### config.mk
export PLATFORM = sky130hd
export DESIGN_NAME = knn_distance_engine
export DESIGN_NICKNAME = d
export VERILOG_FILES = /design/src/rtl/knn_distance_engine.sv
export SDC_FILE = /design/constraint.sdc
export NUM_CORES = 1
export LEC_CHECK = 0
export CAP_MARGIN = 25
export CORE_ASPECT_RATIO = 0.9
export CORE_MARGIN = 2
export CORE_UTILIZATION = 45
export DETAILED_ROUTE_END_ITERATION = 7
export MAX_ROUTING_LAYER = met4
export PLACE_DENSITY = 0.72
export SYNTH_ARGS = -nofsm -noshare
export SYNTH_HDL_FRONTEND = slang
export SYNTH_SLANG_ARGS = --single-unit
### constraint.sdc
create_clock -name clk -period 3.1 [get_ports clk]
set_clock_uncertainty 0.1 [all_clocks]
set_input_delay 0.31 -clock clk [delete_from_list [all_inputs] [get_ports clk]]
set_output_delay 0.31 -clock clk [all_outputs]
set_load 0.05 [all_outputs]
### src/rtl/knn_distance_engine.sv
// Streams per-sample distances (sample vs. test vector) read from synchronous memories to the k-best selector.
// Define KNN_DIST_SQUARED_EN for squared Euclidean distance; Manhattan distance otherwise.
module knn_distance_engine #(
  parameter int DATA_WIDTH      = 16,
  parameter int NUM_FEATURES    = 8,
  parameter int NUM_SAMPLES     = 100,
  parameter int DISTANCE_WIDTH  = 32,
  parameter int INDEX_WIDTH     = 8,
  parameter int SMEM_ADDR_WIDTH = 10,
  localparam int FW = $clog2(NUM_FEATURES),
  localparam int CW = $clog2(NUM_FEATURES + 1)
) (
  input  logic                       clk,
  input  logic                       rst_n,
  input  logic                       start,
  input  logic                       abort,
  input  logic [INDEX_WIDTH-1:0]     cfg_num_samples,
  input  logic [CW-1:0]              cfg_num_features,
  output logic                       sample_ren,
  output logic [SMEM_ADDR_WIDTH-1:0] sample_raddr,
  input  logic [DATA_WIDTH-1:0]      sample_rdata,
  output logic                       test_ren,
  output logic [FW-1:0]              test_raddr,
  input  logic [DATA_WIDTH-1:0]      test_rdata,
  output logic                       dist_valid,
  output logic [DISTANCE_WIDTH-1:0]  dist_data,
  output logic [INDEX_WIDTH-1:0]     dist_index,
  input  logic                       dist_ready,
  output logic                       busy,
  output logic                       done
);

`ifdef KNN_DIST_SQUARED_EN
  localparam int TW = 2 * DATA_WIDTH;
`else
  localparam int TW = DATA_WIDTH;
`endif
  localparam int SW = ((TW > DISTANCE_WIDTH) ? TW : DISTANCE_WIDTH) + 1;
  localparam logic [DISTANCE_WIDTH-1:0] DIST_MAX = '1;

  typedef enum logic [1:0] {IDLE, FETCH, DRAIN, OUTPUT} state_e;

  state_e                     state_q, state_d;
  logic [FW-1:0]              f_q, f_d;
  logic [INDEX_WIDTH-1:0]     s_q, s_d;
  logic [INDEX_WIDTH-1:0]     ns_q, ns_d;
  logic [CW-1:0]              nf_q, nf_d;
  logic [SMEM_ADDR_WIDTH-1:0] base_q, base_d;
  logic [SMEM_ADDR_WIDTH-1:0] raddr_q, raddr_d;
  logic [DISTANCE_WIDTH-1:0]  acc_q, acc_d;
  logic                       ren_q, ren_d;
  logic                       rd_valid_q, rd_valid_d;
  logic                       done_q, done_d;

  logic [DATA_WIDTH-1:0]      diff;
  logic [TW-1:0]              term;
  logic [SW-1:0]              sum;
  logic [DISTANCE_WIDTH-1:0]  acc_sat;
  logic [CW-1:0]              cfg_nf_eff;
  logic [INDEX_WIDTH-1:0]     cfg_ns_eff;
  logic                       f_last;

  // Per-feature term and saturating sum; the sum is one bit wider so overflow is visible.
  always_comb begin
    diff = (sample_rdata >= test_rdata) ? (sample_rdata - test_rdata)
                                        : (test_rdata - sample_rdata);
`ifdef KNN_DIST_SQUARED_EN
    term = TW'(diff) * TW'(diff);
`else
    term = diff;
`endif
    sum     = SW'(acc_q) + SW'(term);
    acc_sat = (sum > SW'(DIST_MAX)) ? DIST_MAX : sum[DISTANCE_WIDTH-1:0];
  end

  assign cfg_nf_eff = ((cfg_num_features == '0) || (cfg_num_features > CW'(NUM_FEATURES)))
                      ? CW'(NUM_FEATURES) : cfg_num_features;
  assign cfg_ns_eff = (cfg_num_samples > INDEX_WIDTH'(NUM_SAMPLES))
                      ? INDEX_WIDTH'(NUM_SAMPLES) : cfg_num_samples;
  assign f_last     = (CW'(f_q) + CW'(1)) == nf_q;

  always_comb begin
    // NOTE: every signal gets a default first, so no path through the case can infer a latch.
    state_d    = state_q;
    f_d        = f_q;
    s_d        = s_q;
    ns_d       = ns_q;
    nf_d       = nf_q;
    base_d     = base_q;
    raddr_d    = raddr_q;
    acc_d      = acc_q;
    ren_d      = 1'b0;
    rd_valid_d = ren_q;
    done_d     = 1'b0;

    // Read data is only meaningful in the cycle after a read was issued.
    if (rd_valid_q) acc_d = acc_sat;

    if (abort) begin
      state_d    = IDLE;
      acc_d      = '0;
      f_d        = '0;
      rd_valid_d = 1'b0;
    end else begin
      unique case (state_q)
        IDLE: begin
          if (start) begin
            ns_d   = cfg_ns_eff;
            nf_d   = cfg_nf_eff;
            acc_d  = '0;
            s_d    = '0;
            base_d = '0;
            f_d    = '0;
            if (cfg_ns_eff == '0) begin
              done_d = 1'b1;
            end else begin
              state_d = FETCH;
              ren_d   = 1'b1;
              raddr_d = '0;
            end
          end
        end
        FETCH: begin
          if (f_last) begin
            state_d = DRAIN;
          end else begin
            f_d     = f_q + FW'(1);
            ren_d   = 1'b1;
            raddr_d = base_q + SMEM_ADDR_WIDTH'(f_q) + SMEM_ADDR_WIDTH'(1);
          end
        end
        DRAIN: state_d = OUTPUT;
        OUTPUT: begin
          if (dist_ready) begin
            if ((s_q + INDEX_WIDTH'(1)) == ns_q) begin
              state_d = IDLE;
              done_d  = 1'b1;
            end else begin
              state_d = FETCH;
              s_d     = s_q + INDEX_WIDTH'(1);
              base_d  = base_q + SMEM_ADDR_WIDTH'(NUM_FEATURES);
              raddr_d = base_q + SMEM_ADDR_WIDTH'(NUM_FEATURES);
              acc_d   = '0;
              f_d     = '0;
              ren_d   = 1'b1;
            end
          end
        end
        default: state_d = IDLE;
      endcase
    end
  end

  // NOTE: sequential state uses non-blocking assignments so every flop samples pre-edge values.
  always_ff @(posedge clk or negedge rst_n) begin
    if (!rst_n) begin
      state_q    <= IDLE;
      f_q        <= '0;
      s_q        <= '0;
      ns_q       <= '0;
      nf_q       <= '0;
      base_q     <= '0;
      raddr_q    <= '0;
      acc_q      <= '0;
      ren_q      <= 1'b0;
      rd_valid_q <= 1'b0;
      done_q     <= 1'b0;
    end else begin
      state_q    <= state_d;
      f_q        <= f_d;
      s_q        <= s_d;
      ns_q       <= ns_d;
      nf_q       <= nf_d;
      base_q     <= base_d;
      raddr_q    <= raddr_d;
      acc_q      <= acc_d;
      ren_q      <= ren_d;
      rd_valid_q <= rd_valid_d;
      done_q     <= done_d;
    end
  end

  assign sample_ren   = ren_q;
  assign test_ren     = ren_q;
  assign sample_raddr = raddr_q;
  assign test_raddr   = f_q;
  assign dist_valid   = (state_q == OUTPUT);
  assign dist_data    = acc_q;
  assign dist_index   = s_q;
  assign busy         = (state_q != IDLE);
  assign done         = done_q;

endmodule

After elaboration in Yosys (flattened, before gate mapping)
Cells that the tools add are included.
{ "totals": {"latchBits": 0, "regBits": 80, "ram_bits": 0, "rom_bits": 0, "memories": 0, "in_bits": 49} }
{ "classes": {"n_mul": 0, "div": 0, "n_lt_le_gt_ge": 4, "shift": 0, "add_sub_neg": 9, "mux": 49, "n_reduce_logical": 13, "bitwise": 1, "n_eq_ne": 16} }
{ "ops": {"columns": ["op", "n"], "rows": [
  ["$mux 32", 6],
  ["$pmux 32 s2", 1],
  ["$mux 10", 6],
  ["$add 32x16->33", 1],
  ["$gt 33x32->1 const B", 1],
  ["$mux 8", 4],
  ["$sub 16x16->16", 2],
  ["$pmux 10 s3", 1],
  ["$pmux 10 s2", 1],
  ["$ge 16x16->1", 1],
  ["$mux 16", 1],
  ["$pmux 8 s2", 1],
  ["$mux 3", 5],
  ["$ne 3x3->1 const B", 5],
  ["$mux 1", 13],
  ["$add 10x1->10 const B", 1],
  ["$add 10x3->10", 1],
  ["$add 10x4->10 const B", 1],
  ["$mux 2", 5],
  ["$reduce_and 5->1", 2],
  ["$pmux 3 s3", 1],
  ["$add 8x1->8 const B", 1],
  ["$eq 8x8->1", 1],
  ["$gt 8x7->1 const B", 1],
  ["24 further kinds", 29]
]} }

Logic depth before layout (Yosys ltp)
{ "logic_depth": {"ltp_word": 10, "depth_mapped": 21, "depth_no_buf": 19} }

Worst setup path before layout
OpenSTA, ideal clock, no wires.
{ "synth_path": {"path_kind": "input-to-reg", "start": "in sample_rdata[5]", "end": "reg acc_q[1], in the netlist dist_data[1]", "stages": 19, "arrival_ns": 4.455, "path_slack_ns": -1.527, "n_path_buf": 4, "required_time_ns": 2.927, "path_cell_list": "inv_1 > ha_1 > clkbuf_1 > and3_1 > a221oi_1 > o21a_1 > a221oi_2 > clkbuf_1 > mux2i_1 > xnor2_1 > ha_1 > nand3_1 > a211oi_1 > o2111ai_1 > a21oi_1 > clkbuf_1 > clkbuf_1 > o22ai_1 > nor2_1"} }
{ "synth_via": {"elab_chain_len": 10, "word_cells_on_any_way": 13, "cone_classes": "add/sub (3); order compare (2); mux (8)"} }
{ "synth_lines": {"columns": ["item", "line", "text"], "rows": [
  ["start: declaration", "21", "input logic [DATA_WIDTH-1:0] sample_rdata,"],
  ["$sub 16x16->16 (tied with other cells)", "66", ": (test_rdata - sample_rdata);"],
  ["$mux 16 *", "65", "diff = (sample_rdata >= test_rdata) ? (sample_rdata - test_rdata)"],
  ["$add 32x16->33 *", "72", "sum = SW'(acc_q) + SW'(term);"],
  ["$gt 33x32->1", "73", "acc_sat = (sum > SW'(DIST_MAX)) ? DIST_MAX : sum[DISTANCE_WIDTH-1:0];"],
  ["$mux 32 *", "73", null],
  ["$mux 32 *", "97", "if (rd_valid_q) acc_d = acc_sat;"],
  ["$mux 32", "135", "if ((s_q + INDEX_WIDTH'(1)) == ns_q) begin"],
  ["$mux 32", "134", "if (dist_ready) begin"],
  ["$pmux 32 s2 *", "105", "unique case (state_q)"],
  ["$mux 32 *", "99", "if (abort) begin"],
  ["named net acc_d[1]", "50", "logic [DISTANCE_WIDTH-1:0] acc_q, acc_d;"],
  ["end signal: assignment", "164", "acc_q <= '0;"],
  ["end signal: assignment", "176", "acc_q <= acc_d;"],
  ["end: declaration", "50", null]
]} }
The timed path passes the listed nets; every way through them passes the cells marked *.
A chain may end at the register's enable or synchronous reset.

Worst setup path in the final report
{ "layout_path": {"start": "in test_rdata[13]", "end": "reg acc_q[27], in the netlist dist_data[27]"} }
{ "layout_via": {"elab_chain_len": 10, "word_cells_on_any_way": 13, "cone_classes": "add/sub (3); order compare (2); mux (8)"} }
{ "layout_lines": {"columns": ["item", "line", "text"], "rows": [
  ["start: declaration", "24", "input logic [DATA_WIDTH-1:0] test_rdata,"],
  ["$sub 16x16->16 (tied with other cells)", "66", null],
  ["$mux 16 *", "65", null],
  ["$add 32x16->33 *", "72", null],
  ["$gt 33x32->1", "73", null],
  ["$mux 32 *", "73", null],
  ["$mux 32 *", "97", null],
  ["$mux 32", "135", null],
  ["$mux 32", "134", null],
  ["$pmux 32 s2 *", "105", null],
  ["$mux 32 *", "99", null],
  ["named net acc_d[27]", "50", null]
]} }
Marked as above.

==> qor.yml <==
sta:
  fmax_ghz: 0.242
  hold_slack_ns: 0.381
  finalCriticalPeriod_ns: 4.14
  period_share_pct: 134
  hold_viol_final: 0
  timing.final.ws_setup_ns: -1.04
  max_slew_margin_pct: 46.5
  rsz0062_at_grt: "yes"
  setup_viol: 32
  drv_slew: 0
  worst_pin_slew_ns: 0.802
route:
  drt-total-wl_um: 22700
  wl_per_cell_um: 17.6
  first_iter_violations: 444
  drc: 0
  antenna_left: 0
  first_pass_iters: 5
  routed-via-count: 7550
  viasPerCell: 5.88
synthesis:
  synth_cell_types: 72
  synth_top_cell_area_share_pct: 28.6
  synth_common_cells: "dfrtp_1, nand2_1, a21oi_1, ha_1, inv_1"
  ys_warn_count: 0
  yosysMostFrequentCell: "dfrtp_1"
  synth_top_area_cell: "dfrtp_1"
  synth_top_flop_cell: "dfrtp_1"
  synth_fp_nets: 920
  async_flop_share_pct: 100
  syn_area_per_cell_um2: 8.33
  synth_cells: 808
  ys_ff_latch: 77
  synthTopCellsByArea: "dfrtp_1, ha_1, a21oi_1"
  seq_area_frac_synth_pct: 28.6
  syn_area_um2: 6730
  synth_edf_count: 0
global_route:
  grt_max_degree: 60
  gr-total-overflow: 0
  antenna_found_initial: 0
  grt_first_pass_wirelength_um: 35200
  grt_pass1_vias: 7119
  grtUsageTotal_pct: 27.8
final_layout:
  nets: 1194
  fin_area_um2: 10600
  drive_above_1_share_pct: 34.0
  diodes: 0
  area_delta_synth_final_pct: 57.6
setup_path:
  crit_fanout: 6
  arrival_ns: 4.28
  cp-start-kind: "input pin"
  worstSetupPathType: "in -> reg"
  end_kind: "flip-flop"
  required_ns: 3.24
clock_tree:
  clk_latency_ns: 0.35
  cts_tree: "done"
  path_clk_slew_ns: 0.06
  cts.sinks: 77
  h-tree-depth: 3
  clockRootBuffer: "clkbuf_16"
  clk_path_buf_depth: 2
  cts_buffers: 9
place:
  place_congestion: 0.885
  place_area_um2: 9210
  port_buffers: 106
  dp_hpwl_um: 14600
  preCtsSetupSlack_ns: -2.06
floorplanning:
  rows: 42
  die_y_um: 120
  die_area_um2: 16000
  start_util_pct: 45.9
  die_width_um: 133
  ioPinCount: 107
  core_um2: 14700
hold_path:
  hold_class: "reg -> reg"
status:
  violations: "negative setup slack"
  status: "complete, but fails checks"
pwr:
  leakagePower_nw: 4.67
  power.density_nw_per_um2: 576
  irDropWorstVdd_mv: 0.465
flow_run:
  maxCapViolCount: 0
[power breakdown]
| group | leakage (nW) | switching, mW | internal [mW] | total (mW) |
|---|---|---|---|---|
| registers | 1.05 | 0.174 | 1.15 | 1.33 |
| clock network | 0.156 | 0.452 | 0.709 | 1.16 |
| logic | 3.47 | 2.01 | 1.61 | 3.62 |
| total | 4.67 | 2.64 | 3.47 | 6.11 |
[metal layers]
layer	GRT usage (%)	wire, um
met1	37.2	9850
met2	44.2	11000
met3	4.56	1330
met4	6.99	482
met5	-	0
[cell type report]
| type | instances | area, um^2 |
|---|---|---|
| sequential | 77 | 1930 |
| clock inverter | 7 | 98.8 |
| fill | 1088 | 4050 |
| multi-input combinational | 632 | 5250 |
| tap | 198 | 248 |
| timing repair buffer | 304 | 2620 |
| clock buffer | 9 | 225 |
| inverter | 58 | 235 |
[critical path, stage by stage]
cell,delay (ns)
buf_6,0.10
ha_4,0.23
a211o_1,0.30
or3_4,0.43
nor3_4,0.21
buf_6,0.13
a221oi_4,0.06
buf_4,0.16
buf_6,0.11
mux2i_2,0.20
xor2_1,0.30
ha_4,0.28
a21oi_4,0.18
nor2_4,0.06
buf_6,0.11
a2111oi_4,0.33
a21oi_2,0.11
buf_6,0.14
o21ai_4,0.23
o2bb2ai_2,0.11
a211oi_2,0.19
[path summary, 6_finish.rpt]
| kind | start | endpoint | slack (ns) | cells after the start |
|---|---|---|---|---|
| worst max register to register | dist_index[1] | dist_data[22] | 0.06 | 9 |
| worst max-delay path | test_rdata[13] | dist_data[27] | -1.04 | 21 |
| worst min register to register | sample_raddr[2] | sample_raddr[2] | 0.38 | 1 |
| min in group asynchronous | rst_n | dist_data[11] | 0.49 | 2 |
| worst min-delay path | sample_raddr[2] | sample_raddr[2] | 0.38 | 1 |
| max in group asynchronous | rst_n | nf_q[1] | 1.71 | 3 |
[cells by family after synthesis]
logic type / Yosys count / synth area share [%]
AO/OA/AOI/OAI: 261 / 26.7
XOR/XNOR: 36 / 4.91
adder cells (fa/ha/maj): 63 / 12.0
buffers and inverters: 102 / 6.04
flip-flops: 77 / 28.6
multiplexers: 15 / 2.38
AND/OR/NAND/NOR: 254 / 19.3
[per-stage QoR]
step / utilization (%) / setup TNS (ns) / instances / power (mW)
after floorplan: - / -23.82 / 808 / 3.30
after global placement: 62.8 / -60.40 / 1217 / 4.31
after detailed placement: 62.8 / -62.73 / 1217 / 4.35
after CTS: 69.7 / -28.87 / 1266 / 5.80
after global routing: 72.4 / -35.10 / 1285 / 6.43
final: 72.4 / -30.37 / 1285 / 6.11
[cells in the final DEF (no fill, tap or decap), drive strengths merged, types with 10 or more instances in the layout]
cell | netlist | routed
inv | 58 | 58
nor2 | 54 | 54
o21ai | 47 | 47
dfrtp | 77 | 77
xnor2 | 19 | 19
ha | 60 | 60
nand3 | 32 | 32
a31oi | 16 | 16
xor2 | 16 | 16
nand2 | 63 | 63
clkbuf | 34 | 14
dlygate4sd2 | 0 | 10
nor3 | 18 | 18
and3 | 14 | 14
a211oi | 19 | 19
a21o | 14 | 14
nand3b | 11 | 11
a21oi | 60 | 60
o22ai | 15 | 15
nand2b | 16 | 16
clkdlybuf4s50 | 0 | 73
buf | 10 | 203
[state kept, by name (all words and copies together) (netlist names)]
register,count
rd_valid_q,1
dist_data,32
sample_raddr,10
ns_q,8
state_q,2
sample_ren,1
base_q,7
dist_index,8
test_raddr,3
done,1
nf_q,4
[timing repair]
| item | 4_1_cts | 5_1_grt |
|---|---|---|
| endpoints found under the setup margin | 32 | 42 |
| gates resized for setup | 121 | 93 |
| pin swaps | 60 | 81 |
| buffers inserted | 29 | 21 |
| hold buffers | 1 | 0 |
| endpoints found under the hold margin | 51 | 0 |
| cloned | 4 | 0 |
Note: power is estimated with default switching activity, not from simulation.
==> RTL edit 1 (same flow settings) <==
Add an input register stage for `cfg_num_samples` and `cfg_num_features`, without a reset; this delays them by one clock. The other inputs are not delayed to match.
--- a/src/rtl/knn_distance_engine.sv
+++ b/src/rtl/knn_distance_engine.sv
@@ -40,6 +40,14 @@
 
   typedef enum logic [1:0] {IDLE, FETCH, DRAIN, OUTPUT} state_e;
 
+  logic [INDEX_WIDTH-1:0] cfg_num_samples_q;
+  logic [CW-1:0] cfg_num_features_q;
+
+  always_ff @(posedge clk) begin
+    cfg_num_samples_q  <= cfg_num_samples;
+    cfg_num_features_q <= cfg_num_features;
+  end
+
   state_e                     state_q, state_d;
   logic [FW-1:0]              f_q, f_d;
   logic [INDEX_WIDTH-1:0]     s_q, s_d;
@@ -73,10 +81,10 @@
     acc_sat = (sum > SW'(DIST_MAX)) ? DIST_MAX : sum[DISTANCE_WIDTH-1:0];
   end
 
-  assign cfg_nf_eff = ((cfg_num_features == '0) || (cfg_num_features > CW'(NUM_FEATURES)))
-                      ? CW'(NUM_FEATURES) : cfg_num_features;
-  assign cfg_ns_eff = (cfg_num_samples > INDEX_WIDTH'(NUM_SAMPLES))
-                      ? INDEX_WIDTH'(NUM_SAMPLES) : cfg_num_samples;
+  assign cfg_nf_eff = ((cfg_num_features_q == '0) || (cfg_num_features_q > CW'(NUM_FEATURES)))
+                      ? CW'(NUM_FEATURES) : cfg_num_features_q;
+  assign cfg_ns_eff = (cfg_num_samples_q > INDEX_WIDTH'(NUM_SAMPLES))
+                      ? INDEX_WIDTH'(NUM_SAMPLES) : cfg_num_samples_q;
   assign f_last     = (CW'(f_q) + CW'(1)) == nf_q;
 
   always_comb begin
Function: changed (a bounded check fails within 4 cycles, from zero or initial values and one cycle with rst_n low).
==> RTL edit 1 against the unedited design <==
The flow still finishes with violations (negative setup slack). First-iteration DRC count is 6.3% lower. Total power fell by 12%. Worst setup slack lost 0.35 ns. Fmax fell by 7.7%. Routed wire length fell by 18%. Critical path depth is 4 higher. Global-route usage shrank 4.2 points. Area after synthesis is 0.52% lower. Final area is 6.8% lower. Sequential cell count increased by 12. Combinational power fell by 23%. Worst hold slack worse by 0.12 ns. Critical path type unchanged. Critical endpoint is now dist_data[12]$_DFF_PN0_.
==> RTL edit 1: results (changes against the unedited design) <==
stage;metric;value;unit;change
status;outcome;finished, violations left;;unchanged
status;violations;negative setup slack;;unchanged
synth;yosys-top-cells-count;dfrtp_1, nand2_1, ha_1;;was dfrtp_1, nand2_1, a21oi_1, ha_1, inv_1
global_routing;grt_usage;0.236;;was 0.278
global_routing;grt_max_degree;78;;was 60
detailed_routing;dr.first_iter.drc_count;416;;was 444
power;clock_power_share;0.205;;was 0.190
synth;synthTopCellsByArea;dfrtp_1, ha_1, nand2_1, xnor2_1, a21oi_1;;was dfrtp_1, ha_1, a21oi_1, nand2_1, inv_1
placed_design;hpwl;13100;um;was 14,600 um
critical_path;critical_path_arrival;4.62;ns;was 4.28 ns
synth;synthArstFlopShare;0.865;;was 1.00
timing;worst_slack;-1.39;ns;was -1.04 ns
global_routing;grt_pass1_wl;30100;um;was 35,200 um
timing;tightest_slew;0.641;ns;was 0.802 ns
die;coreArea;14600;um^2;was 14,700 um^2
power;combinationalPower;0.00277;W;was 0.00362 W
timing;setup_viol;32;;unchanged
synth;synth-seq-area-share;0.324;;was 0.286
final_layout;layout-drive-gt1-share;0.275;;was 0.340
power;power.leakage;4.59;nW;was 4.67 nW
global_routing;grt_pass1_vias;6303;;was 7,119
final_layout;nets;1117;;was 1,194
critical_path;critPathMaxStageDelay;0.33;ns;was 0.43 ns
power;netSwitchingFraction;0.401;;was 0.432
power;ir_worst_vdd;0.000375;V;was 0.000465 V
worst_hold_path;hold_path_class;in2async;;was reg2reg
critical_path;critPathSlowestCell;fa_2;;was or3_4
RTL edit 1: cell count changes in the layout (fill, tap and decap cells not counted), sizes merged, moves of 12 or more:
cell,unedited run,this run
dfxtp,0,12
clkdlybuf4s50,73,88
buf,203,153
nand2,63,75
mux2i,7,19
nand3,32,20
RTL edit 1: path summary, 6_finish.rpt:
path	start	endpoint	slack, ns	depth (start not counted)
worst min register to register	cfg_num_samples_q[2]$_DFF_P_	ns_q[2]$_DFFE_PN0P_	0.36	2
max in group asynchronous	rst_n	dist_data[24]$_DFF_PN0_	2.05	3
worst min-delay path	rst_n	dist_index[7]$_DFFE_PN0P_	0.26	2
worst max-delay path	sample_rdata[0]	dist_data[12]$_DFF_PN0_	-1.39	25
worst max register to register	dist_index[0]$_DFFE_PN0P_	dist_index[4]$_DFFE_PN0P_	0.12	10
min in group clk	cfg_num_samples[2]	cfg_num_samples_q[2]$_DFF_P_	0.31	1
RTL edit 1: what timing repair did:
item,4_1_cts,5_1_grt
resized for setup,85,37
pin swaps,53,51
hold buffers,0,1
setup buffers,19,9
setup endpoints to repair,32,41
hold endpoints to repair,0,11
RTL edit 1: per-layer routing:
| layer | vias up | GRT usage | share of wire |
|---|---|---|---|
| li1 | 3248 | - | - |
| met1 | 3180 | 0.315 | 0.45 |
| met2 | 197 | 0.380 | 0.48 |
| met3 | 22 | 0.0384 | 0.051 |
| met4 | 0 | 0.0511 | 0.013 |
| met5 | - | - | 0 |
RTL edit 1: worst register-to-register path, delay by kind of cell (launching register included):
family | cells | cell delay (ns)
AO/OA/AOI/OAI | 1 | 0.12
buffers and inverters | 1 | 0.23
XOR/XNOR | 1 | 0.10
AND/OR/NAND/NOR | 6 | 1.49
adder cells (fa/ha/maj) | 1 | 0.35
flip-flops | 1 | 0.54
RTL edit 1: final cells by class:
class                   count  area (um^2)
clock inverters             2         17.5
flip-flops and latches     89         2170
inverters                  50          200
repair buffers            257         2260
well taps                 198          248
fillers                  1180         4730
clock buffers              14          285
multi-input cells         598         4700
RTL edit 1: cell families (layout without fill, tap and decap cells):
family / Yosys count / after routing / share of synthesized area
AND/OR/NAND/NOR: 257 / 257 / 0.192
AO/OA/AOI/OAI: 204 / 204 / 0.203
flip-flops: 89 / 89 / 0.324
buffers and inverters: 88 / 323 / 0.0557
adder cells (fa/ha/maj): 63 / 63 / 0.121
XOR/XNOR: 45 / 45 / 0.0589
multiplexers: 29 / 29 / 0.0452
RTL edit 1: metrics by stage:
| stage | power (W) | instance area, um^2 | std cells |
|---|---|---|---|
| finish | 0.00535 | 9880 | 1208 |
| global route | 0.00567 | 9880 | 1208 |
| CTS | 0.00526 | 9600 | 1197 |
| detailed placement | 0.00399 | 8870 | 1162 |
| global placement | 0.00395 | 8870 | 1162 |
| floorplan | 0.00314 | 6830 | 775 |
==> RTL edit 2 (config.mk and constraints unchanged) <==
Without the edit above. Change the parameter `DATA_WIDTH` from 16 to 18.
--- a/src/rtl/knn_distance_engine.sv
+++ b/src/rtl/knn_distance_engine.sv
@@ -1,7 +1,7 @@
 // Streams per-sample distances (sample vs. test vector) read from synchronous memories to the k-best selector.
 // Define KNN_DIST_SQUARED_EN for squared Euclidean distance; Manhattan distance otherwise.
 module knn_distance_engine #(
-  parameter int DATA_WIDTH      = 16,
+  parameter int DATA_WIDTH      = 18,
   parameter int NUM_FEATURES    = 8,
   parameter int NUM_SAMPLES     = 100,
   parameter int DISTANCE_WIDTH  = 32,
Interface: changed (resized sample_rdata and test_rdata); port bits go from 107 to 111. No check against the original RTL was run, so the function may have changed too.
==> RTL edit 2 against the unedited design <==
The run still ends with negative setup slack left. Synthesized cell count rose by 3.5%. Sequential cell count unchanged. Total power fell by 6.3%. Routed wire length decreased by 4.9%. Final area is 0.12% higher. Worst setup slack worse by 0.33 ns. Combinational power decreased by 9.7%. Area after synthesis is 5.2% higher. Largest power group unchanged. Highest routed layer unchanged.
==> RTL edit 2: results (changes against the unedited design) <==
stage;metric;value;unit;change
synth;avgSynthCellArea;8.47;um^2;was 8.33 um^2
final_layout;layout-drive-gt1-share;0.283;;was 0.340
critical_path;critPathSlowestCell;a211oi_2;;was or3_4
placed_design;post-place-cells;1259;;was 1,217
timing;setup-tns-final;-39.74;ns;was -30.37 ns
critical_path;critPathMaxStageDelay;0.36;ns;was 0.43 ns
detailed_routing;avgRoutedWirePerCell;16.6;um;was 17.6 um
placed_design;placed_area;9560;um^2;was 9210 um^2
placed_design;port_buffers;110;;was 106
global_routing;grt_max_degree;78;;was 60
synth;yosys-top-cells-count;dfrtp_1, nand2_1, ha_1;;was dfrtp_1, nand2_1, a21oi_1, ha_1, inv_1
final_layout;nets;1213;;was 1,194
synth;synthTopCellsByArea;dfrtp_1, ha_1, nand2_1, a21oi_1, inv_1;;was dfrtp_1, ha_1, a21oi_1, nand2_1, inv_1
global_routing;grt_pass1_wl;34500;um;was 35,200 um
worst_hold_path;hold_path_class;in2async;;was reg2reg
power;p_per_area;539;nW/um^2;was 576 nW/um^2
status;outcome;finished, violations left;;unchanged
synth;syn_nets;958;;was 920
critical_path;r2r_end;dist_data[27]$_DFF_PN0_;;was dist_data[22]$_DFF_PN0_
placed_design;hpwl;15400;um;was 14,600 um
final_layout;nClkBuffers;11;;was 9
critical_path;critical_path_arrival;4.62;ns;was 4.28 ns
critical_path;path_max_fanout;8;;was 6
timing;setup_viol;32;;unchanged
global_routing;grt_pass1_vias;7028;;was 7,119
critical_path;r2r_slack;0.33;ns;was 0.06 ns
status;violations;negative setup slack;;unchanged
synth;synth_area;7080;um^2;was 6730 um^2
critical_path;timing.rr.start;dist_index[2]$_DFFE_PN0P_;;was dist_index[1]$_DFFE_PN0P_
detailed_routing;dr.first_iter.drc_count;622;;was 444
power;ir_worst_vdd;0.000409;V;was 0.000465 V
final_layout;multi_input_cells;652;;was 632
clock_network;post_cts_buffers;14;;was 29
final_layout;final-clk-cell-share;0.0297;;was 0.0305
timing;worst_slack;-1.37;ns;was -1.04 ns
detailed_routing;num_vias;7446;;was 7,550
detailed_routing;viasPerCell;5.74;;was 5.88
critical_path;crit_end;dist_data[29]$_DFF_PN0_;;was dist_data[27]$_DFF_PN0_
critical_path;cp-startpoint;sample_rdata[0];;was test_rdata[13]
final_layout;seq_share;0.181;;was 0.182
final_layout;inv_count;62;;was 58
final_layout;nNonClkBuffers;289;;was 304
critical_path;rr_worst_depth;8;;was 9
synth;yosys.cell_types.count;79;;was 72
timing;max_slew_margin;0.548;;was 0.465
-- RTL edit 2: cell types whose count changed after synthesis, sizes merged, moves of 6 or more --
cell and delta:
a21oi -9, and3 +7, buf +10, a21o +10, mux2i +8, xor2 +7
o22ai -12, nor3 -7, clkbuf -9, ha +6
-- RTL edit 2: where the power goes --
group / switching (W) / internal (W)
logic: 0.00181 / 0.00146
registers: 0.000172 / 0.00115
clock network: 0.000411 / 0.000721
-- RTL edit 2: kinds of logic (layout without fill, tap and decap cells) --
logic type                 after synthesis  in the layout  share of synthesized area
AOI/OAI and AO/OA                      262            262                      0.264
DFF                                     77             77                      0.272
and+or+nand+nor                        252            252                      0.182
xor gates and xnor gates                47             47                     0.0602
muxes                                   22             22                     0.0323
buffers and inverters                  107            366                     0.0645
adders and majority gates               69             69                      0.125
-- RTL edit 2: per-layer routing --
metal	track usage	vias up	wire [um]
met3	0.0426	29	1160
li1	-	3584	-
met5	-	-	0
met1	0.351	3589	9790
met4	0.0430	0	257
met2	0.427	244	10400
